[src/rtl/pht_ctrl.sv]
// pht_ctrl: pattern-history-table controller driving a single pat_tab port.
// Define PHT_GSHARE_EN for gshare indexing (PC XOR GHR); otherwise the index is bimodal.
module pht_ctrl #(
    parameter int IDX_W = 14,
    parameter int PC_W  = 16
) (
    input  logic             clk,
    input  logic             reset,
    input  logic             pred_req,
    input  logic [PC_W-1:0]  pred_pc,
    output logic             pred_ready,
    output logic             pred_valid,
    output logic             pred_taken,
    output logic [IDX_W-1:0] pred_idx,
    input  logic             upd_req,
    input  logic [IDX_W-1:0] upd_idx,
    input  logic             upd_taken,
    output logic             upd_ready,
    output logic [IDX_W-1:0] pt_addr,
    output logic             pt_wr_en,
    output logic [1:0]       pt_wr_data,
    input  logic [1:0]       pt_rd_data
);
    typedef enum logic [2:0] {IDLE, P_RD, P_RSP, U_RD, U_WR} state_t;

    state_t           state_reg, state_next;
    logic [IDX_W-1:0] addr_reg;
    logic             upd_taken_reg;
    logic             pred_valid_reg;
    logic             pred_taken_reg;
    logic [IDX_W-1:0] pred_idx_reg;
    logic [IDX_W-1:0] ghr;
    logic [IDX_W-1:0] pc_index;
    logic [1:0]       ctr_next;
    logic             accept_pred;
    logic             accept_upd;
    logic             unused_pc;

`ifdef PHT_GSHARE_EN
    logic [IDX_W-1:0] ghr_reg;

    // History shifts in the write cycle, so a later prediction sees the resolved outcome.
    always_ff @(posedge clk) begin
        if (reset) begin
            ghr_reg <= '0;
        end else if (state_reg == U_WR) begin
            ghr_reg <= {ghr_reg[IDX_W-2:0], upd_taken_reg};
        end
    end
    assign ghr = ghr_reg;
`else
    assign ghr = '0;
`endif

    genvar gi;
    generate
        for (gi = 0; gi < IDX_W; gi++) begin : g_index
            assign pc_index[gi] = pred_pc[gi+2] ^ ghr[gi];
        end
    endgenerate

    // Only the word-aligned index bits of the PC take part in the hash.
    assign unused_pc = ^pred_pc;

    always_comb begin
        ctr_next = pt_rd_data;
        if (upd_taken_reg) begin
            ctr_next = (pt_rd_data == 2'b11) ? 2'b11 : pt_rd_data + 2'd1;
        end else begin
            ctr_next = (pt_rd_data == 2'b00) ? 2'b00 : pt_rd_data - 2'd1;
        end
    end

    always_comb begin
        state_next  = state_reg;
        pred_ready  = 1'b0;
        upd_ready   = 1'b0;
        pt_wr_en    = 1'b0;
        pt_wr_data  = 2'b00;
        accept_pred = 1'b0;
        accept_upd  = 1'b0;
        case (state_reg)
            IDLE: begin
                upd_ready  = 1'b1;
                pred_ready = !upd_req;
                if (upd_req) begin
                    accept_upd = 1'b1;
                    state_next = U_RD;
                end else if (pred_req) begin
                    accept_pred = 1'b1;
                    state_next  = P_RD;
                end
            end
            P_RD:  state_next = P_RSP;
            P_RSP: state_next = IDLE;
            U_RD:  state_next = U_WR;
            U_WR: begin
                // A reset landing in the write cycle must not corrupt the table.
                pt_wr_en   = !reset;
                pt_wr_data = ctr_next;
                state_next = IDLE;
            end
            default: state_next = IDLE;
        endcase
    end

    always_ff @(posedge clk) begin
        if (reset) begin
            state_reg      <= IDLE;
            addr_reg       <= '0;
            upd_taken_reg  <= 1'b0;
            pred_valid_reg <= 1'b0;
            pred_taken_reg <= 1'b0;
            pred_idx_reg   <= '0;
        end else begin
            state_reg      <= state_next;
            pred_valid_reg <= (state_reg == P_RSP);
            if (accept_upd) begin
                addr_reg      <= upd_idx;
                upd_taken_reg <= upd_taken;
            end else if (accept_pred) begin
                addr_reg <= pc_index;
            end
            if (state_reg == P_RSP) begin
                pred_taken_reg <= pt_rd_data[1];
                pred_idx_reg   <= addr_reg;
            end
        end
    end

    assign pt_addr    = addr_reg;
    assign pred_valid = pred_valid_reg;
    assign pred_taken = pred_taken_reg;
    assign pred_idx   = pred_idx_reg;
endmodule

[config.mk]
export PLATFORM = sky130hd
export DESIGN_NAME = pht_ctrl
export DESIGN_NICKNAME = d
export VERILOG_FILES = /design/src/rtl/pht_ctrl.sv
export SDC_FILE = /design/constraint.sdc
export NUM_CORES = 1
export LEC_CHECK = 0
export ABC_AREA = 1
export BUFFER_PORTS_ARGS = -buffer_cell sky130_fd_sc_hd__buf_2
export CAP_MARGIN = 10
export CORE_MARGIN = 10
export CORE_UTILIZATION = 41
export CTS_BUF_LIST = sky130_fd_sc_hd__clkbuf_16
export DETAILED_ROUTE_END_ITERATION = 10
export GPL_ROUTABILITY_DRIVEN = 0
export GPL_TIMING_DRIVEN = 1
export PLACE_DENSITY = 0.76
export SETUP_SLACK_MARGIN = 0.5
export SYNTH_ARGS = -nofsm -noshare
export SYNTH_HDL_FRONTEND = slang
export SYNTH_SLANG_ARGS = --single-unit
[constraint.sdc]
create_clock -name clk -period 1.2 [get_ports clk]
set_clock_uncertainty 0.05 [all_clocks]
set_input_delay 0 -clock clk [delete_from_list [all_inputs] [get_ports clk]]
set_output_delay 0 -clock clk [all_outputs]
set_load 0.02 [all_outputs]
==> flow_summary.json, run 1 <==
{
  "layout_worst_path_cycle_share_pct": 107,
  "initial_core_utilization_pct": 42.3,
  "post_synth_main_area_contributors": "sky130_fd_sc_hd__dfxtp_1 (44%), sky130_fd_sc_hd__inv_1 (12%), sky130_fd_sc_hd__a21oi_1 (9.4%)",
  "synth_edf_count": 0,
  "post-synth-top-area-fraction_pct": 43.9,
  "grt_first_pass_wirelength_um": 8210,
  "cts-buffers-inserted": 5,
  "cp_common_cell": "sky130_fd_sc_hd__nor2_4",
  "finalHoldViolCount": 1,
  "n_antenna_cell": 0,
  "yosys.area.top_type": "sky130_fd_sc_hd__dfxtp_1",
  "post_drt_via_cell_ratio": 4.97,
  "cp_data_required_time_ns": 1.34,
  "detailedPlacementHpwl_um": 3400,
  "synthesis.yosys.warnings": 0,
  "synth-main-ff-cell": "sky130_fd_sc_hd__dfxtp_1",
  "seq_area_frac_synth_pct": 43.9,
  "design.die.area_um2": 6640,
  "tightest_slew_ns": 0.512,
  "status": "finished, violations left",
  "cell_leakage_power_nw": 1.33,
  "cts_max_level": 2,
  "die_w_um": 81.5,
  "power_density_nw_per_um2": 1390,
  "number_of_global_route_vias_before_repair": 1685,
  "floorplan.core_area_um2": 3660,
  "drt_iter0_drc": 155,
  "synth_seq_cells": 34,
  "final-max-slew-violation-count": 0,
  "globalRouteOverflowTotal": 0,
  "syn-num-nets": 261,
  "worst-endpoint-arrival_ns": 1.42,
  "top_level_ports": 72,
  "rrSetupSlack_ns": -0.08,
  "route.vias.total": 1790,
  "cts.sink_count": 34,
  "port_buffers": 69,
  "synth.most_common_cell": "sky130_fd_sc_hd__inv_1",
  "fin_total_pwr_mw": 3.77,
  "rsz0062_at_grt": "yes",
  "violations": "hold timing, setup timing",
  "timing.slew.headroom_pct": 65.9,
  "crit_path_end_kind": "flop",
  "ir_worst_vdd_mv": 0.677,
  "clk-insertion-delay-late_ns": 0.27,
  "synth.top_cells.by_count": "sky130_fd_sc_hd__inv_1 (49), sky130_fd_sc_hd__dfxtp_1 (34), sky130_fd_sc_hd__nand2_1 (33)",
  "drc_viols": 0,
  "critical_path.max_stage_delay_ns": 0.37,
  "critical_path.max_fanout": 11,
  "grtUsageTotal_pct": 15.4,
  "clk_root_buffer_cell": "sky130_fd_sc_hd__clkbuf_16",
  "syn_to_layout_area_delta_pct": 75.4,
  "max_cap_viol_count": 0,
  "wirelength_um": 5390,
  "path_cells": "nor2_4 > nand2_2 > nor2_4 > buf_12 > nand3_2 > a21oi_1",
  "worst-setup-path-type": "flop to flop",
  "worst_path_max_delay_cell": "sky130_fd_sc_hd__dfxtp_4",
  "cts-root-to-sink-buffers": 2,
  "layout-drive-gt1-share_pct": 52.2,
  "critical-path-top-delay-family": "simple AND/OR/NAND/NOR gates",
  "hold_path.class": "input port to flop",
  "chipHeight_um": 81.5,
  "number_of_distinct_library_cells_after_synthesis": 17,
  "tritoncts_clock_tree": "done",
  "setup_total_negative_slack_ns": -0.865,
  "final.setup.worst_slack_ns": -0.0783,
  "setup.worst_path.start_class": "flop",
  "final_net_count": 348,
  "synthesis.area_um2": 1550,
  "grt_max_degree": 32,
  "drt_pass1_iterations": 4,
  "initial_antenna_violation_count": 0,
  "final_antenna_net_count": 0,
  "period_needed_ns": 1.28,
  "synthesis.instances": 224,
  "setup-violations-final": 17,
  "async_reset_ff_share_pct": 0,
  "clkSlewWorstSetupHoldPaths_ns": 0.05,
  "wl_per_cell_um": 15.0,
  "synth.avg_cell_area_um2": 6.92,
  "worst-path-buf-inv": 1,
  "hold-worst-slack_ns": -0.000308,
  "max_freq_mhz": 782,
  "num_rows": 22
}
kinds of logic (layout without fill, tap and decap cells):
group,after synthesis,count (layout),synth area share (%)
AO/OA/AOI/OAI,46,46,15.0
flip-flops,34,34,43.9
buffers and inverters,63,151,16.5
AND/OR/NAND/NOR,81,81,24.6
layer usage:
| layer | up-vias | share of wire [%] | GRT usage [%] |
|---|---|---|---|
| met1 | 824 | 40 | 18.9 |
| met2 | 68 | 52 | 25.8 |
| li1 | 890 | - | - |
| met4 | 0 | 1.6 | 4.84 |
| met3 | 8 | 6.4 | 4.04 |
| met5 | - | 0 | 0 |
repair_timing:
item                                    CTS  global route
hold endpoints to repair                  3             0
pin swaps                                 8             4
resized for setup                       127            18
hold buffers                              1             0
endpoints found under the setup margin   69            69
buffers inserted                          7             8
cell usage in the layout, fill, tap and decap left out:
cell type / count
sky130_fd_sc_hd__buf_4: 17
sky130_fd_sc_hd__inv_6: 2
sky130_fd_sc_hd__nand2_2: 2
sky130_fd_sc_hd__nand2_4: 1
sky130_fd_sc_hd__nor3_2: 1
sky130_fd_sc_hd__dfxtp_4: 6
sky130_fd_sc_hd__nor4_1: 1
sky130_fd_sc_hd__o21ai_0: 6
sky130_fd_sc_hd__buf_6: 37
sky130_fd_sc_hd__nand2_1: 30
sky130_fd_sc_hd__o21ai_2: 3
sky130_fd_sc_hd__nor2_4: 3
sky130_fd_sc_hd__o21ai_1: 7
sky130_fd_sc_hd__inv_1: 49
sky130_fd_sc_hd__nand4_1: 11
sky130_fd_sc_hd__inv_4: 1
sky130_fd_sc_hd__a21oi_2: 3
sky130_fd_sc_hd__nand3_1: 11
sky130_fd_sc_hd__buf_12: 4
sky130_fd_sc_hd__nand3_2: 12
sky130_fd_sc_hd__nand3_4: 1
sky130_fd_sc_hd__a211oi_2: 1
sky130_fd_sc_hd__dfxtp_2: 27
sky130_fd_sc_hd__buf_2: 34
sky130_fd_sc_hd__nor2_2: 1
sky130_fd_sc_hd__clkbuf_16: 6
sky130_fd_sc_hd__nor4_4: 1
sky130_fd_sc_hd__a21oi_1: 26
sky130_fd_sc_hd__dlygate4sd3_1: 1
sky130_fd_sc_hd__nor2_1: 6
sky130_fd_sc_hd__dfxtp_1: 1
where the power goes:
part / leakage, nW / switching [mW] / internal (mW) / total (mW)
logic: 0.952 / 0.549 / 0.523 / 1.07
clock network: 0.0846 / 0.453 / 0.879 / 1.33
registers: 0.294 / 0.111 / 1.26 / 1.37
worst register-to-register path: cells and delay by family, from the launching register on:
family	cells	cell delay, ns
AND/OR/NAND/NOR	4	0.47
flip-flops	1	0.37
AO/OA/AOI/OAI	1	0.16
buffers and inverters	1	0.14
through the flow:
stage | hold slack (ns) | setup slack, ns | instance area, um2 | instances | util [%]
6_report | -0.000308 | -0.0783 | 2720 | 360 | 74.2
5_1_grt | 0.0311 | -0.137 | 2720 | 360 | 74.2
3_5_place_dp | 0.237 | 0.0197 | 2030 | 336 | 55.5
4_1_cts | -0.00479 | -0.0220 | 2620 | 352 | 71.5
2_1_floorplan | 0.0217 | 0.128 | 1610 | 224 | -
3_3_place_gp | 0.230 | 0.0447 | 2030 | 336 | 55.5
final timing paths:
| path | endpoint | depth (start not counted) | startpoint |
|---|---|---|---|
| hold reg to reg | pred_idx[6]$_SDFFE_PP0P_ | 2 | pred_idx[6]$_SDFFE_PP0P_ |
| hold / removal | pt_addr[5]$_SDFFE_PP0P_ | 5 | upd_idx[5] |
| setup reg to reg | pt_addr[0]$_SDFFE_PP0P_ | 6 | state_reg[1]$_SDFFE_PP0P_ |
| setup / recovery | pt_addr[0]$_SDFFE_PP0P_ | 6 | state_reg[1]$_SDFFE_PP0P_ |
area by class of cell:
type / count / area [um2]
clock buffers: 6 / 150
clock inverters: 2 / 7.51
fillers: 269 / 943
inverters: 50 / 200
multi-input cells: 127 / 758
flip-flops and latches: 34 / 737
well taps: 48 / 60.1
repair buffers: 93 / 805
Note: power is estimated with default switching activity, not from simulation.
==> run 2, diff against run 1 <==
Settings changed: CORE_ASPECT_RATIO set to 0.5, CORE_MARGIN 10 to 2, CTS_CLUSTER_SIZE set to 20.
==> run 2 against run 1 <==
- the run still ends with hold timing, setup timing left
- first-iteration DRC count increased by 69%
- combinational power increased by 10%
- highest routed layer unchanged
- clock power increased by 8%
- critical path depth unchanged
==> flow_summary.json, run 2 (synthesized netlist as in run 1, its figures left out) <==
{
  "cell_leakage_power_nw": 1.35,
  "layout_common_cells": "sky130_fd_sc_hd__inv_1 (47), sky130_fd_sc_hd__buf_6 (39), sky130_fd_sc_hd__buf_2 (35)",
  "rsz0062_at_grt": "yes",
  "final-max-slew-violation-count": 0,
  "path_cells": "nor2_4 > buf_4 > nand3_4 > buf_6 > nand2_1 > a21oi_2",
  "r2r.worst_path.cells": 6,
  "worst_setup_path_startpoint": "state_reg[2]$_SDFFE_PP0P_",
  "status": "finished, violations left",
  "wirelength_um": 6870,
  "routed-wl-met2_um": 3070,
  "top_layer_used": "met4",
  "r2r_end": "pt_addr[8]$_SDFFE_PP0P_",
  "syn_to_layout_area_delta_pct": 79.5,
  "clkSlewWorstSetupHoldPaths_ns": 0.06,
  "cts_max_level": 2,
  "clk_root_buffer_cell": "sky130_fd_sc_hd__clkbuf_16",
  "power_density_nw_per_um2": 1440,
  "violations": "hold timing, setup timing",
  "internal_power_mw": 2.77,
  "critical_path.max_fanout": 6,
  "drt_pass1_iterations": 6,
  "route.vias.total": 2048,
  "grt_first_pass_wirelength_um": 8020,
  "hold-worst-slack_ns": -0.00251,
  "cts-root-to-sink-buffers": 2,
  "final_net_count": 354,
  "number_of_global_route_vias_before_repair": 1598,
  "port_buffers": 69,
  "design.die.area_um2": 4320,
  "final_antenna_net_count": 0,
  "wl_per_cell_um": 18.7,
  "netSwitchingFraction_pct": 30.9,
  "timing.slew.headroom_pct": 56.0,
  "layout_worst_path_cycle_share_pct": 115,
  "setup-violations-final": 34,
  "multi_input_comb_area_um2": 777,
  "die_w_um": 90.9,
  "pwr-share-clk_pct": 36.0,
  "power_frac_comb_pct": 29.4,
  "route.layer.met1.wl_um": 2620,
  "clk-insertion-delay-late_ns": 0.28,
  "chipHeight_um": 47.5,
  "layout_filler_cell_count": 224,
  "period_needed_ns": 1.38,
  "rrSetupSlack_ns": -0.18,
  "fin_util_pct": 78.8,
  "ir_worst_vdd_mv": 1.39,
  "num_rows": 15,
  "critical_path.max_stage_delay_ns": 0.37,
  "drt_iter0_drc": 262,
  "worst-setup-path-type": "flop to flop",
  "final_common_cell": "sky130_fd_sc_hd__inv_1",
  "cts-buffers-inserted": 5,
  "power.share.sequential_pct": 34.6,
  "tightest_slew_ns": 0.660,
  "worst-endpoint-arrival_ns": 1.49,
  "initial_core_utilization_pct": 43.9,
  "post_drt_via_cell_ratio": 5.57,
  "switchingPower_mw": 1.24,
  "final.setup.worst_slack_ns": -0.180,
  "register_cell_area_after_layout_um2": 741,
  "place_worst_setup_slack_ns": -0.0509,
  "cp_data_required_time_ns": 1.31,
  "initial_antenna_violation_count": 0,
  "max_freq_mhz": 724,
  "worst_path_max_delay_cell": "sky130_fd_sc_hd__dfxtp_4",
  "worstReg2RegStart": "state_reg[2]$_SDFFE_PP0P_",
  "n_antenna_cell": 0,
  "detailroute.wirelength.met3_um": 690,
  "finalHoldViolCount": 1,
  "floorplan.core_area_um2": 3530,
  "worst_setup_path_endpoint": "pt_addr[8]$_SDFFE_PP0P_",
  "layout-drive-gt1-share_pct": 53.9,
  "hold_path.class": "input port to flop",
  "drc_viols": 0,
  "tritoncts_clock_tree": "done",
  "setup.worst_path.start_class": "flop",
  "detailedPlacementHpwl_um": 3130,
  "max_cap_viol_count": 0,
  "grt_max_degree": 32,
  "grtUsageTotal_pct": 24.9,
  "top_level_ports": 72,
  "cts.sink_count": 34,
  "crit_path_end_kind": "flop",
  "globalRouteOverflowTotal": 0
}
## run 2: cell types whose count changed in the layout (fill, tap and decap cells not counted), sizes merged
cell	before	now
bufinv	0	1
clkinv	0	1
inv	52	50
buf	92	97
## run 2: layer usage
metal,GRT usage [%],vias to the layer above
met4,7.27,0
met2,44.9,179
met1,31.2,909
li1,-,901
met3,6.14,59
met5,0,-
## run 2: how the worst min path moves through the flow
stage             startpoint                          to  slack [ns]  cells after the start
3_3_place_gp       upd_taken  upd_taken_reg$_SDFFE_PP0P_        0.22                      3
2_1_floorplan  pt_rd_data[0]               pt_wr_data[0]        0.02                      1
3_5_place_dp       upd_taken  upd_taken_reg$_SDFFE_PP0P_        0.23                      3
5_1_grt           pred_pc[2]     pt_addr[0]$_SDFFE_PP0P_        0.02                      5
6_report         pred_pc[15]    pt_addr[13]$_SDFFE_PP0P_      -0.003                      5
4_1_cts          pred_pc[15]    pt_addr[13]$_SDFFE_PP0P_       0.002                      5
## run 2: repair_timing
action / 4_1_cts / 5_1_grt
setup endpoints to repair: 69 / 69
pin swaps: 9 / 4
cloned: 2 / 2
endpoints found under the hold margin: 1 / 0
resized for setup: 120 / 36
buffers inserted: 7 / 9
hold buffers: 1 / 0
## run 2: through the flow
step	total power [mW]	TNS [ns]	instance area [um2]	std cells
global route	4.11	-3.10	2780	368
detailed placement	2.07	-0.0894	2000	340
CTS	3.74	-0.197	2580	357
floorplan	1.82	0	1610	224
global placement	2.06	-0.00117	2000	340
finish	4.01	-2.08	2780	368
## run 2: power groups by stage
stage | registers (mW) | clock network (mW) | logic (mW)
global route | 1.39 | 1.49 | 1.23
finish | 1.39 | 1.44 | 1.18
floorplan | 1.45 | 0 | 0.370
global placement | 1.34 | 0 | 0.714
CTS | 1.37 | 1.39 | 0.978
detailed placement | 1.34 | 0 | 0.727
## run 2: worst max-delay path: cells and delay by family (launching register included)
family	cells	cell delay (ns)
AOI/OAI and AO/OA	1	0.08
buffers and inverters	2	0.33
DFF	1	0.37
and+or+nand+nor	3	0.43
## run 2: area by class of cell
class,count,area share (%)
repair buffers,99,30.5
flip-flops and latches,34,26.6
multi-input cells,127,27.9
well taps,51,2.30
clock inverters,2,1.22
inverters,50,6.93
clock buffers,5,4.50
==> run 3, diff against run 2 <==
Settings changed: SETUP_SLACK_MARGIN 0.5 to not set.
==> run 3 against run 2 <==
- the run ends with setup timing left
- non-clock buffer count down 8
- critical path depth up 1
- register-to-register slack about the same
- global-route usage down 3.5 points
- hold slack better by 0.012 ns
- die area unchanged
- fmax up 0.19%
- setup slack better by 0.0026 ns
- wire length down 29%
- power down 15%
- critical endpoint is now pt_addr[0]$_SDFFE_PP0P_
- highest routed layer unchanged
==> flow_summary.json, run 3 (synthesized netlist as in run 1, its figures left out) <==
{
  "grt.met3_usage_pct": 5.35,
  "drt_iter0_drc": 112,
  "post_drt_via_cell_ratio": 5.01,
  "cp_data_required_time_ns": 1.30,
  "layout_worst_path_cycle_share_pct": 115,
  "final-max-slew-violation-count": 0,
  "cts.sink_count": 34,
  "hold_path.class": "input port to flop",
  "cts-root-to-sink-buffers": 2,
  "top_level_ports": 72,
  "max_freq_mhz": 726,
  "num_rows": 15,
  "timing.slew.headroom_pct": 69.3,
  "clkSlewWorstSetupHoldPaths_ns": 0.05,
  "final_net_count": 346,
  "wirelength_um": 4900,
  "critical_path.max_fanout": 6,
  "detailedPlacementHpwl_um": 3130,
  "grt_first_pass_wirelength_um": 7020,
  "rrSetupSlack_ns": -0.18,
  "r2r.worst_path.cells": 7,
  "ir_worst_vdd_mv": 0.662,
  "port_buffers": 69,
  "crit_path_end_kind": "flop",
  "worstHoldEndpoint": "pt_addr[6]$_SDFFE_PP0P_",
  "layout_filler_cell_count": 305,
  "period_needed_ns": 1.38,
  "power_density_nw_per_um2": 1440,
  "finish.instance_area_um2": 2360,
  "hold-worst-slack_ns": 0.00908,
  "chipHeight_um": 47.5,
  "setup-violations-final": 20,
  "route.vias.total": 1805,
  "wl_per_cell_um": 13.6,
  "violations": "setup timing",
  "final_antenna_net_count": 0,
  "hold_path_start": "upd_idx[6]",
  "r2r_end": "pt_addr[0]$_SDFFE_PP0P_",
  "rsz0062_at_grt": "yes",
  "final_common_cell": "sky130_fd_sc_hd__buf_2",
  "finalHoldViolCount": 0,
  "worst-setup-path-type": "flop to flop",
  "layout-drive-gt1-share_pct": 40.8,
  "tightest_slew_ns": 0.461,
  "tritoncts_clock_tree": "done",
  "cell_leakage_power_nw": 1.24,
  "min_path_cells": 5,
  "globalRouteMet2Util_pct": 36.6,
  "initial_core_utilization_pct": 43.9,
  "layout_common_cells": "sky130_fd_sc_hd__buf_2 (65), sky130_fd_sc_hd__inv_1 (48), sky130_fd_sc_hd__dfxtp_1 (31)",
  "dp_cells": 345,
  "die_w_um": 90.9,
  "design.die.area_um2": 4320,
  "worstReg2RegStart": "state_reg[2]$_SDFFE_PP0P_",
  "number_of_global_route_vias_before_repair": 1467,
  "grtUsageTotal_pct": 21.4,
  "cts_max_level": 2,
  "status": "finished, violations left",
  "grt_max_degree": 32,
  "final.setup.worst_slack_ns": -0.178,
  "drt_pass1_iterations": 5,
  "clk_root_buffer_cell": "sky130_fd_sc_hd__clkbuf_16",
  "fin_util_pct": 67.0,
  "cts-buffers-inserted": 5,
  "clk-insertion-delay-late_ns": 0.27,
  "drc_viols": 0,
  "syn_to_layout_area_delta_pct": 52.7,
  "setup.worst_path.start_class": "flop",
  "final_cell_count_no_fill": 360,
  "floorplan.core_area_um2": 3530,
  "worst_setup_path_startpoint": "state_reg[2]$_SDFFE_PP0P_",
  "max_cap_viol_count": 0,
  "global_route.peak_usage_layer": "met2",
  "globalRouteOverflowTotal": 0,
  "place_worst_setup_slack_ns": -0.0300,
  "met1_grt_util_pct": 28.2,
  "placed_area_um2": 2010,
  "worst-endpoint-arrival_ns": 1.48,
  "n_antenna_cell": 0,
  "initial_antenna_violation_count": 0
}
## run 3: changes by cell type in the layout (fill, tap and decap cells not counted), moves of 5 or more
cell	change
sky130_fd_sc_hd__buf_6	-35
sky130_fd_sc_hd__buf_2	+30
sky130_fd_sc_hd__dfxtp_1	+29
sky130_fd_sc_hd__dfxtp_2	-21
sky130_fd_sc_hd__dfxtp_4	-8
sky130_fd_sc_hd__o21ai_0	+6
sky130_fd_sc_hd__o21ai_2	-5
## run 3: how the worst max path moves through the flow
stage,cells past startpoint,endpoint
after floorplan,2,pt_wr_en
after global placement,5,pred_taken$_SDFFE_PP0P_
after detailed placement,5,pred_idx[11]$_SDFFE_PP0P_
after CTS,5,pt_wr_data[0]
after global routing,9,pt_addr[5]$_SDFFE_PP0P_
final,7,pt_addr[0]$_SDFFE_PP0P_
## run 3: critical path: stages, from the launching register on
cell	delay, ns
sky130_fd_sc_hd__dfxtp_2	0.34
sky130_fd_sc_hd__buf_12	0.12
sky130_fd_sc_hd__nor2_4	0.18
sky130_fd_sc_hd__buf_4	0.14
sky130_fd_sc_hd__buf_4	0.13
sky130_fd_sc_hd__nand4_1	0.10
sky130_fd_sc_hd__nand3_1	0.14
sky130_fd_sc_hd__a21oi_2	0.06
## run 3: power by group
group          switching, mW  internal (mW)  leakage (nW)  total, mW
logic                  0.544          0.375         0.887      0.919
registers             0.0812           1.24         0.281       1.32
clock network          0.420          0.746        0.0694       1.17
total                   1.05           2.36          1.24       3.41
## run 3: through the flow
step / power, mW / setup TNS (ns)
finish: 3.41 / -2.55
global placement: 2.07 / 0
CTS: 3.33 / -1.69
floorplan: 1.79 / 0
global route: 3.55 / -3.40
detailed placement: 2.09 / -0.184
## run 3: layout make-up
type / count / area [um2] / area share (%)
clock buffer: 5 / 125 / 5.29
tap: 51 / 63.8 / 2.70
timing repair buffer: 91 / 578 / 24.4
inverter: 50 / 190 / 8.04
clock inverter: 2 / 10.0 / 0.423
sequential: 34 / 684 / 28.9
multi-input combinational: 127 / 713 / 30.2
## run 3: what timing repair did
item	CTS	global route
endpoints found under the hold margin	2	0
resized for setup	20	27
buffers inserted	4	1
setup endpoints to repair	30	36
pin swaps	7	11
hold buffers	2	0
cloned	1	0
## run 3: layer usage
| metal | vias to the layer above | wire length, um |
|---|---|---|
| li1 | 887 | - |
| met1 | 811 | 2090 |
| met2 | 99 | 2280 |
| met3 | 8 | 477 |
| met4 | 0 | 60 |
| met5 | - | 0 |
